===== config.mk =====
export PLATFORM = sky130hd
export DESIGN_NAME = uart_rx_top_flat
export DESIGN_NICKNAME = d
export VERILOG_FILES = /design/src/rtl/uart_pkg.sv /design/src/rtl/uart_rx_if.sv /design/src/rtl/uart_rx_controller.sv /design/src/rtl/uart_rx_top.sv /design/src/flat_wrapper.sv
export SDC_FILE = /design/constraint.sdc
export NUM_CORES = 1
export LEC_CHECK = 0
export BUFFER_PORTS_ARGS = -buffer_cell sky130_fd_sc_hd__buf_2
export CORE_ASPECT_RATIO = 0.6
export CORE_MARGIN = 3
export CORE_UTILIZATION = 39
export CTS_BUF_LIST = sky130_fd_sc_hd__clkbuf_4 sky130_fd_sc_hd__clkbuf_8 sky130_fd_sc_hd__clkbuf_16
export DETAILED_ROUTE_END_ITERATION = 16
export GPL_TIMING_DRIVEN = 0
export REMOVE_ABC_BUFFERS = 1
export SYNTH_ARGS = -nofsm -noshare
export SYNTH_HDL_FRONTEND = slang
export SYNTH_SLANG_ARGS = --single-unit

===== constraint.sdc =====
create_clock -name clk -period 5.73 [get_ports clk]
set_input_delay 0.2865 -clock clk [delete_from_list [all_inputs] [get_ports clk]]
set_output_delay 0.2865 -clock clk [all_outputs]
set_load 0.005 [all_outputs]

===== src/rtl/uart_pkg.sv =====
// Shared types and constants for the UART receive path.
package uart_pkg;

    localparam int unsigned UART_DATA_W  = 8;
    localparam int unsigned UART_DIV_W   = 12;
    localparam int unsigned UART_MIN_DIV = 4;

    localparam logic PARITY_EVEN = 1'b0;
    localparam logic PARITY_ODD  = 1'b1;
    localparam logic STOP_ONE    = 1'b0;
    localparam logic STOP_TWO    = 1'b1;

    typedef enum logic [2:0] {
        IDLE,
        START,
        DATA,
        PARITY,
        STOP1,
        STOP2
    } rx_state_t;

    typedef struct packed {
        logic [UART_DATA_W-1:0] data;
        logic                   parity_err;
        logic                   frame_err;
    } rx_result_t;

endpackage


===== src/rtl/uart_rx_if.sv =====
// Receiver-side bus: serial line and frame config in, received byte and status out.
interface uart_rx_if #(
    parameter int unsigned DATA_W = uart_pkg::UART_DATA_W,
    parameter int unsigned DIV_W  = uart_pkg::UART_DIV_W
);
    logic              rx_in;
    logic              parity_sel;
    logic              stop_sel;
    logic [DIV_W-1:0]  baud_divisor;
    logic [DATA_W-1:0] data_out;
    logic              valid_out;
    logic              parity_err;
    logic              frame_err;
    logic              busy;

    modport master (
        output rx_in, parity_sel, stop_sel, baud_divisor,
        input  data_out, valid_out, parity_err, frame_err, busy
    );

    modport slave (
        input  rx_in, parity_sel, stop_sel, baud_divisor,
        output data_out, valid_out, parity_err, frame_err, busy
    );
endinterface


===== src/rtl/uart_rx_controller.sv =====
// Frame sequencer: start detect, bit timing, per-field sample strobes and frame-done pulse.
module uart_rx_controller
    import uart_pkg::*;
#(
    parameter int unsigned DIV_W = UART_DIV_W
) (
    input  logic             clk,
    input  logic             reset,
    input  logic             rx_s,
    input  logic             rx_d,
    input  logic             parity_sel,
    input  logic             stop_sel,
    input  logic [DIV_W-1:0] baud_divisor,
    output logic             parity_sel_q,
    output logic             busy,
    output logic             shift_en_c,
    output logic             parity_en_c,
    output logic             stop1_en_c,
    output logic             stop2_en_c,
    output logic             done_c
);

    localparam int unsigned      BIT_W    = $clog2(UART_DATA_W);
    localparam logic [BIT_W-1:0] LAST_BIT = BIT_W'(UART_DATA_W - 1);

    rx_state_t        state;
    rx_state_t        state_next;
    logic [DIV_W-1:0] cnt;
    logic [DIV_W-1:0] div_q;
    logic [DIV_W-1:0] half_q;
    logic [BIT_W-1:0] bit_cnt;
    logic             stop_sel_q;
    logic             start_det;
    logic             half_hit;
    logic             full_hit;
    logic             sample;

    // Falling edge only; divisors too small to time a bit never start a frame.
    assign start_det = (state == IDLE) && rx_d && !rx_s
                       && (baud_divisor >= DIV_W'(UART_MIN_DIV));
    assign half_hit  = (cnt == half_q - DIV_W'(1));
    assign full_hit  = (cnt == div_q - DIV_W'(1));

    always_ff @(posedge clk) begin
        if (reset) begin
            state <= IDLE;
            busy  <= 1'b0;
        end else begin
            state <= state_next;
            busy  <= (state_next != IDLE);
        end
    end

    always_comb begin
        state_next = state;
        case (state)
            IDLE:    if (start_det) state_next = START;
            START:   if (half_hit) state_next = rx_s ? IDLE : DATA;
            DATA:    if (full_hit && (bit_cnt == LAST_BIT)) state_next = PARITY;
            PARITY:  if (full_hit) state_next = STOP1;
            STOP1:   if (full_hit) state_next = stop_sel_q ? STOP2 : IDLE;
            STOP2:   if (full_hit) state_next = IDLE;
            default: state_next = IDLE;
        endcase
    end

    always_comb begin
        sample      = 1'b0;
        shift_en_c  = 1'b0;
        parity_en_c = 1'b0;
        stop1_en_c  = 1'b0;
        stop2_en_c  = 1'b0;
        done_c      = 1'b0;
        case (state)
            START:  sample = half_hit;
            DATA: begin
                sample     = full_hit;
                shift_en_c = full_hit;
            end
            PARITY: begin
                sample      = full_hit;
                parity_en_c = full_hit;
            end
            STOP1: begin
                sample     = full_hit;
                stop1_en_c = full_hit;
                done_c     = full_hit && !stop_sel_q;
            end
            STOP2: begin
                sample     = full_hit;
                stop2_en_c = full_hit;
                done_c     = full_hit;
            end
            default: ;
        endcase
    end

    // Frame config is frozen at start detect so mid-frame changes are ignored.
    always_ff @(posedge clk) begin
        if (reset) begin
            cnt          <= '0;
            bit_cnt      <= '0;
            div_q        <= '0;
            half_q       <= '0;
            stop_sel_q   <= 1'b0;
            parity_sel_q <= 1'b0;
        end else if (start_det) begin
            cnt          <= '0;
            bit_cnt      <= '0;
            div_q        <= baud_divisor;
            half_q       <= baud_divisor >> 1;
            stop_sel_q   <= stop_sel;
            parity_sel_q <= parity_sel;
        end else if (state != IDLE) begin
            cnt <= sample ? '0 : cnt + DIV_W'(1);
            if (shift_en_c) begin
                bit_cnt <= bit_cnt + BIT_W'(1);
            end
        end
    end

endmodule


===== src/rtl/uart_rx_top.sv =====
// UART receiver: line synchronizer, data shift register, error flags and result registers.
module uart_rx_top
    import uart_pkg::*;
#(
    parameter int unsigned DATA_W = UART_DATA_W,
    parameter int unsigned DIV_W  = UART_DIV_W
) (
    input  logic     clk,
    input  logic     reset,
    uart_rx_if.slave bus
);

    logic              sync_q;
    logic              rx_s;
    logic              rx_d;
    logic [DATA_W-1:0] shift_q;
    logic              perr_q;
    logic              ferr_q;
    logic              ferr_now_c;
    rx_result_t        result_q;
    logic              valid_q;
    logic              busy_q;
    logic              parity_sel_q;
    logic              shift_en_c;
    logic              parity_en_c;
    logic              stop1_en_c;
    logic              stop2_en_c;
    logic              done_c;

    always_ff @(posedge clk) begin
        if (reset) begin
            sync_q <= 1'b1;
            rx_s   <= 1'b1;
            rx_d   <= 1'b1;
        end else begin
            sync_q <= bus.rx_in;
            rx_s   <= sync_q;
            rx_d   <= rx_s;
        end
    end

    uart_rx_controller #(
        .DIV_W (DIV_W)
    ) u_ctrl (
        .clk          (clk),
        .reset        (reset),
        .rx_s         (rx_s),
        .rx_d         (rx_d),
        .parity_sel   (bus.parity_sel),
        .stop_sel     (bus.stop_sel),
        .baud_divisor (bus.baud_divisor),
        .parity_sel_q (parity_sel_q),
        .busy         (busy_q),
        .shift_en_c   (shift_en_c),
        .parity_en_c  (parity_en_c),
        .stop1_en_c   (stop1_en_c),
        .stop2_en_c   (stop2_en_c),
        .done_c       (done_c)
    );

    // LSB arrives first, so shift in at the top.
    always_ff @(posedge clk) begin
        if (reset) begin
            shift_q <= '0;
        end else if (shift_en_c) begin
            shift_q <= {rx_s, shift_q[DATA_W-1:1]};
        end
    end

    // Includes the stop bit being sampled this cycle so the result sees it.
    assign ferr_now_c = stop2_en_c ? (ferr_q | ~rx_s) : ~rx_s;

    always_ff @(posedge clk) begin
        if (reset) begin
            perr_q <= 1'b0;
            ferr_q <= 1'b0;
        end else begin
            if (parity_en_c) begin
                perr_q <= ((^shift_q) ^ rx_s) != parity_sel_q;
            end
            if (stop1_en_c || stop2_en_c) begin
                ferr_q <= ferr_now_c;
            end
        end
    end

    always_ff @(posedge clk) begin
        if (reset) begin
            result_q <= '0;
            valid_q  <= 1'b0;
        end else begin
            valid_q <= done_c;
            if (done_c) begin
                result_q.data       <= UART_DATA_W'(shift_q);
                result_q.parity_err <= perr_q;
                result_q.frame_err  <= ferr_now_c;
            end
        end
    end

    assign bus.data_out   = DATA_W'(result_q.data);
    assign bus.valid_out  = valid_q;
    assign bus.parity_err = result_q.parity_err;
    assign bus.frame_err  = result_q.frame_err;
    assign bus.busy       = busy_q;

endmodule


===== src/flat_wrapper.sv =====
// flat-port wrapper written by rule: the top's interface ports become plain ports
module uart_rx_top_flat import uart_pkg::*;
#(
    parameter int unsigned DATA_W = UART_DATA_W,
    parameter int unsigned DIV_W  = UART_DIV_W
)
  (clk, reset, bus_rx_in, bus_parity_sel, bus_stop_sel, bus_baud_divisor, bus_data_out, bus_valid_out, bus_parity_err, bus_frame_err, bus_busy);
  uart_rx_if #(.DATA_W(DATA_W), .DIV_W(DIV_W)) bus_i ();
  input  logic clk;
  input  logic reset;
  input wire logic [$bits(bus_i.rx_in)-1:0] bus_rx_in;
  input wire logic [$bits(bus_i.parity_sel)-1:0] bus_parity_sel;
  input wire logic [$bits(bus_i.stop_sel)-1:0] bus_stop_sel;
  input wire logic [$bits(bus_i.baud_divisor)-1:0] bus_baud_divisor;
  output wire logic [$bits(bus_i.data_out)-1:0] bus_data_out;
  output wire logic [$bits(bus_i.valid_out)-1:0] bus_valid_out;
  output wire logic [$bits(bus_i.parity_err)-1:0] bus_parity_err;
  output wire logic [$bits(bus_i.frame_err)-1:0] bus_frame_err;
  output wire logic [$bits(bus_i.busy)-1:0] bus_busy;
  assign bus_i.rx_in = bus_rx_in;
  assign bus_i.parity_sel = bus_parity_sel;
  assign bus_i.stop_sel = bus_stop_sel;
  assign bus_i.baud_divisor = bus_baud_divisor;
  assign bus_data_out = bus_i.data_out;
  assign bus_valid_out = bus_i.valid_out;
  assign bus_parity_err = bus_i.parity_err;
  assign bus_frame_err = bus_i.frame_err;
  assign bus_busy = bus_i.busy;
  uart_rx_top #(.DATA_W(DATA_W), .DIV_W(DIV_W)) u_core (.clk(clk), .reset(reset), .bus(bus_i));
endmodule

==> key figures <==
Critical path
  – CP Data Required Time: 5920 ps
  – Critical Path AT: 3820 ps
  – Critical path's slowest cell: nor3_4
  – Biggest cell delay along the critical path: 660 ps
  – Crit start category: register
  – Crit. End Element: register
  – CP Class: reg2reg
  – Cell family with the largest share of critical-path delay: simple AND/OR/NAND/NOR gates
  – Worst-path fanout max: 11
  – Worst path bufs/invs: 1
  – Worst path cell trace: inv_1 -> ha_1 -> nor3b_2 -> a21oi_1 -> a2111o_1 -> nand3b_1 -> or3_1 -> nor3_4 -> mux2i_1 -> nor2_1

Timing
  – Slew @ Worst Pin: 758 ps
  – Skew final: 6.96 ps
  – Fin crit share: 0.632
  – Setup violators final: 0
  – Final Max Tran Viols: 0
  – Final min period: 3620 ps
  – Final hold slack: 132 ps
  – Slew HR: 0.495
  – Fin Setup TNS: 0 ps
  – Hold Violations, Final: 0
  – Maximum clock frequency: 0.276 GHz
  – RSZ-0062 raised after global routing: false

Outcome
  – Outcome: finished, final reports clean

Finish
  – Area growth syn-to-layout: 15.7%
  – Share of cells above drive strength 1: 0.168
  – # nets final: 409
  – Fin area: 3820 µm²
  – Diodes inserted: 0
  – Seq. cell area: 1140 µm²
  – Fin cells: 500
  – Fillers: 755
  – Multi-input logic area: 2010 µm²

Floorplan
  – Die footprint: 9640 µm²
  – # rows: 25
  – # IOs: 29
  – Core area: 8040 µm²
  – Starting Density: 0.411
  – Die Width: 125 µm
  – Die Y: 77.3 µm

Clocking
  – CTS Root Cell: clkbuf_16
  – Clock buffer count from CTS: 9
  – # clock sinks: 57
  – Worst-path clk slew: 50 ps
  – Postcts setup bufs: 0
  – CTS tree: yes
  – Post_cts resized: 0
  – CTS Buffer Depth: 2
  – # hold bufs at CTS: 0
  – Max H-tree Level: 3
  – Clock Latency Late Sink: 330 ps

Power and ir drop
  – Worst VDD drop: 0.229 mV
  – Leakage: 1.46 nW
  – Pwr Density: 300 nW/µm²

Global route
  – Largest net degree at the start of global routing: 42
  – GR Util All Layers: 0.163
  – Initial antenna violation count: 0
  – First-pass GRT wire length: 12,200 µm
  – Number of global-route vias before repair: 2,223
  – Congestion Overflow GR: 0

Worst hold path
  – HP Class: in2reg

Synthesis
  – Mapped Cells: 371
  – Mapped Area: 3300 µm²
  – Mapped Avg Cell Area: 8.90 µm²
  – Number of synthesized register bits: 57
  – EDFF count, synth: 0
  – Seq/Total Area, Yosys: 0.346
  – Yosys Warn Count: 0
  – Post-synth top flop: dfxtp_1
  – Distinct cells, synth: 57
  – Post-synth ARST share: 0

Route
  – Detail Route Antenna Nets: 0
  – Post-Route WL: 7510 µm
  – Vias/cell: 5.19
  – DR DRC count: 0
  – Wire per inst: 15.0 µm
  – TritonRoute pass-1 iters: 4
  – Via count: 2,594
  – Initial DRC count: 184

Job
  – Maxcap violations: 0

Placed design
  – Placed cells: 484
  – Detailed placement HPWL: 5660 µm
  – Area after DPL: 3470 µm²
  – Port buffer count: 28
  – GPL Wtd Cong: 0.926
-- cell families after synthesis --
kind of cell	count (synthesis)	synth area share
compound gates	47	0.101
simple gates	151	0.256
mux	32	0.0970
flops	57	0.346
xor+xnor	49	0.134
buf+inv	30	0.0474
fa+ha+maj	5	0.0190
-- final cells by class --
class                      count  share of cell area
timing repair buffer          29              0.0406
inverter                       6             0.00590
tap                          108              0.0354
clock inverter                 5              0.0269
multi-input combinational    284               0.528
sequential                    57               0.299
clock buffer                  11              0.0646
-- metal layers --
| metal | track usage | routed length [µm] | vias up |
|---|---|---|---|
| met5 | 0 | 0 | - |
| met4 | 0.0394 | 65 | 0 |
| met3 | 0.0689 | 608 | 5 |
| met2 | 0.195 | 2690 | 73 |
| met1 | 0.257 | 4150 | 1202 |
| li1 | - | - | 1314 |
-- synthesized netlist by cell type, types with 3 or more instances --
| master | n | area (µm²) |
|---|---|---|
| clkbuf_1 | 13 | 48.8 |
| nor2b_1 | 6 | 37.5 |
| mux2i_1 | 32 | 320 |
| xor2_1 | 20 | 175 |
| buf_2 | 5 | 25.0 |
| dfxtp_1 | 57 | 1140 |
| nand3_1 | 11 | 55.1 |
| a21oi_1 | 9 | 45.0 |
| inv_1 | 6 | 22.5 |
| xnor2_1 | 28 | 245 |
| o21ai_1 | 4 | 20.0 |
| buf_6 | 5 | 56.3 |
| and3_1 | 7 | 43.8 |
| a211oi_1 | 3 | 22.5 |
| o21ai_0 | 9 | 45.0 |
| nor4_1 | 5 | 31.3 |
| nor2_1 | 58 | 218 |
| nand2b_1 | 7 | 43.8 |
| nor3_1 | 7 | 35.0 |
| ha_1 | 5 | 62.6 |
| or2_2 | 4 | 25.0 |
| nand3b_1 | 3 | 22.5 |
| nand2_1 | 21 | 78.8 |
-- power by group --
part	internal, W	leakage [nW]	switching, W
Clock	0.000440	0.169	0.000185
Combinational	0.0000463	0.834	0.0000604
Sequential	0.000403	0.461	0.0000115
-- registers in the layout (all words and copies together) (netlist names), 3 cells and up --
register               flops
u_core.u_ctrl.cnt         12
u_core.u_ctrl.div_q       12
u_core.bus.data_out        8
u_core.shift_q             8
u_core.u_ctrl.bit_cnt      3
u_core.u_ctrl.state        3
-- cells in the final DEF, fill, tap and decap left out, types with 3 or more instances in the layout --
cell,n
bufinv_16,3
a211oi_1,3
nor3_1,7
nor2b_1,6
nand3b_1,3
or2_2,4
o21ai_0,9
clkbuf_16,9
o21ai_1,4
nand2_1,21
nand2b_1,7
and3_1,7
xnor2_1,28
nor4_1,5
buf_2,28
mux2i_1,32
dfxtp_1,57
inv_1,6
xor2_1,20
nor2_1,58
nand3_1,11
a21oi_1,9
ha_1,5
-- path summary, 6_finish.rpt --
kind	endpoint	start	cells after the start	slack (ps)
worst max-delay path	u_core.bus.data_out[3]	u_core.u_ctrl.div_q[2]	10	2110
worst min-delay path	u_core.sync_q	bus_rx_in	2	130
worst max register to register	u_core.bus.data_out[3]	u_core.u_ctrl.div_q[2]	10	2110
worst min register to register	u_core.rx_s	u_core.sync_q	1	420
-- metrics by stage --
stage	power (W)	util	setup WS, ps
2_1_floorplan	0.000495	-	2700
3_3_place_gp	0.000524	0.428	2190
3_5_place_dp	0.000527	0.431	2180
4_1_cts	0.00116	0.475	2170
5_1_grt	0.00119	0.475	1910
6_report	0.00115	0.475	2110
-- worst reg2reg max path, delay by kind of cell (launching register included) --
| family | cells | cell delay (ps) |
|---|---|---|
| compound gates | 2 | 490 |
| fa+ha+maj | 1 | 380 |
| buf+inv | 1 | 130 |
| flops | 1 | 360 |
| mux | 1 | 270 |
| simple gates | 5 | 1850 |
Note: power is estimated with default switching activity, not from simulation.
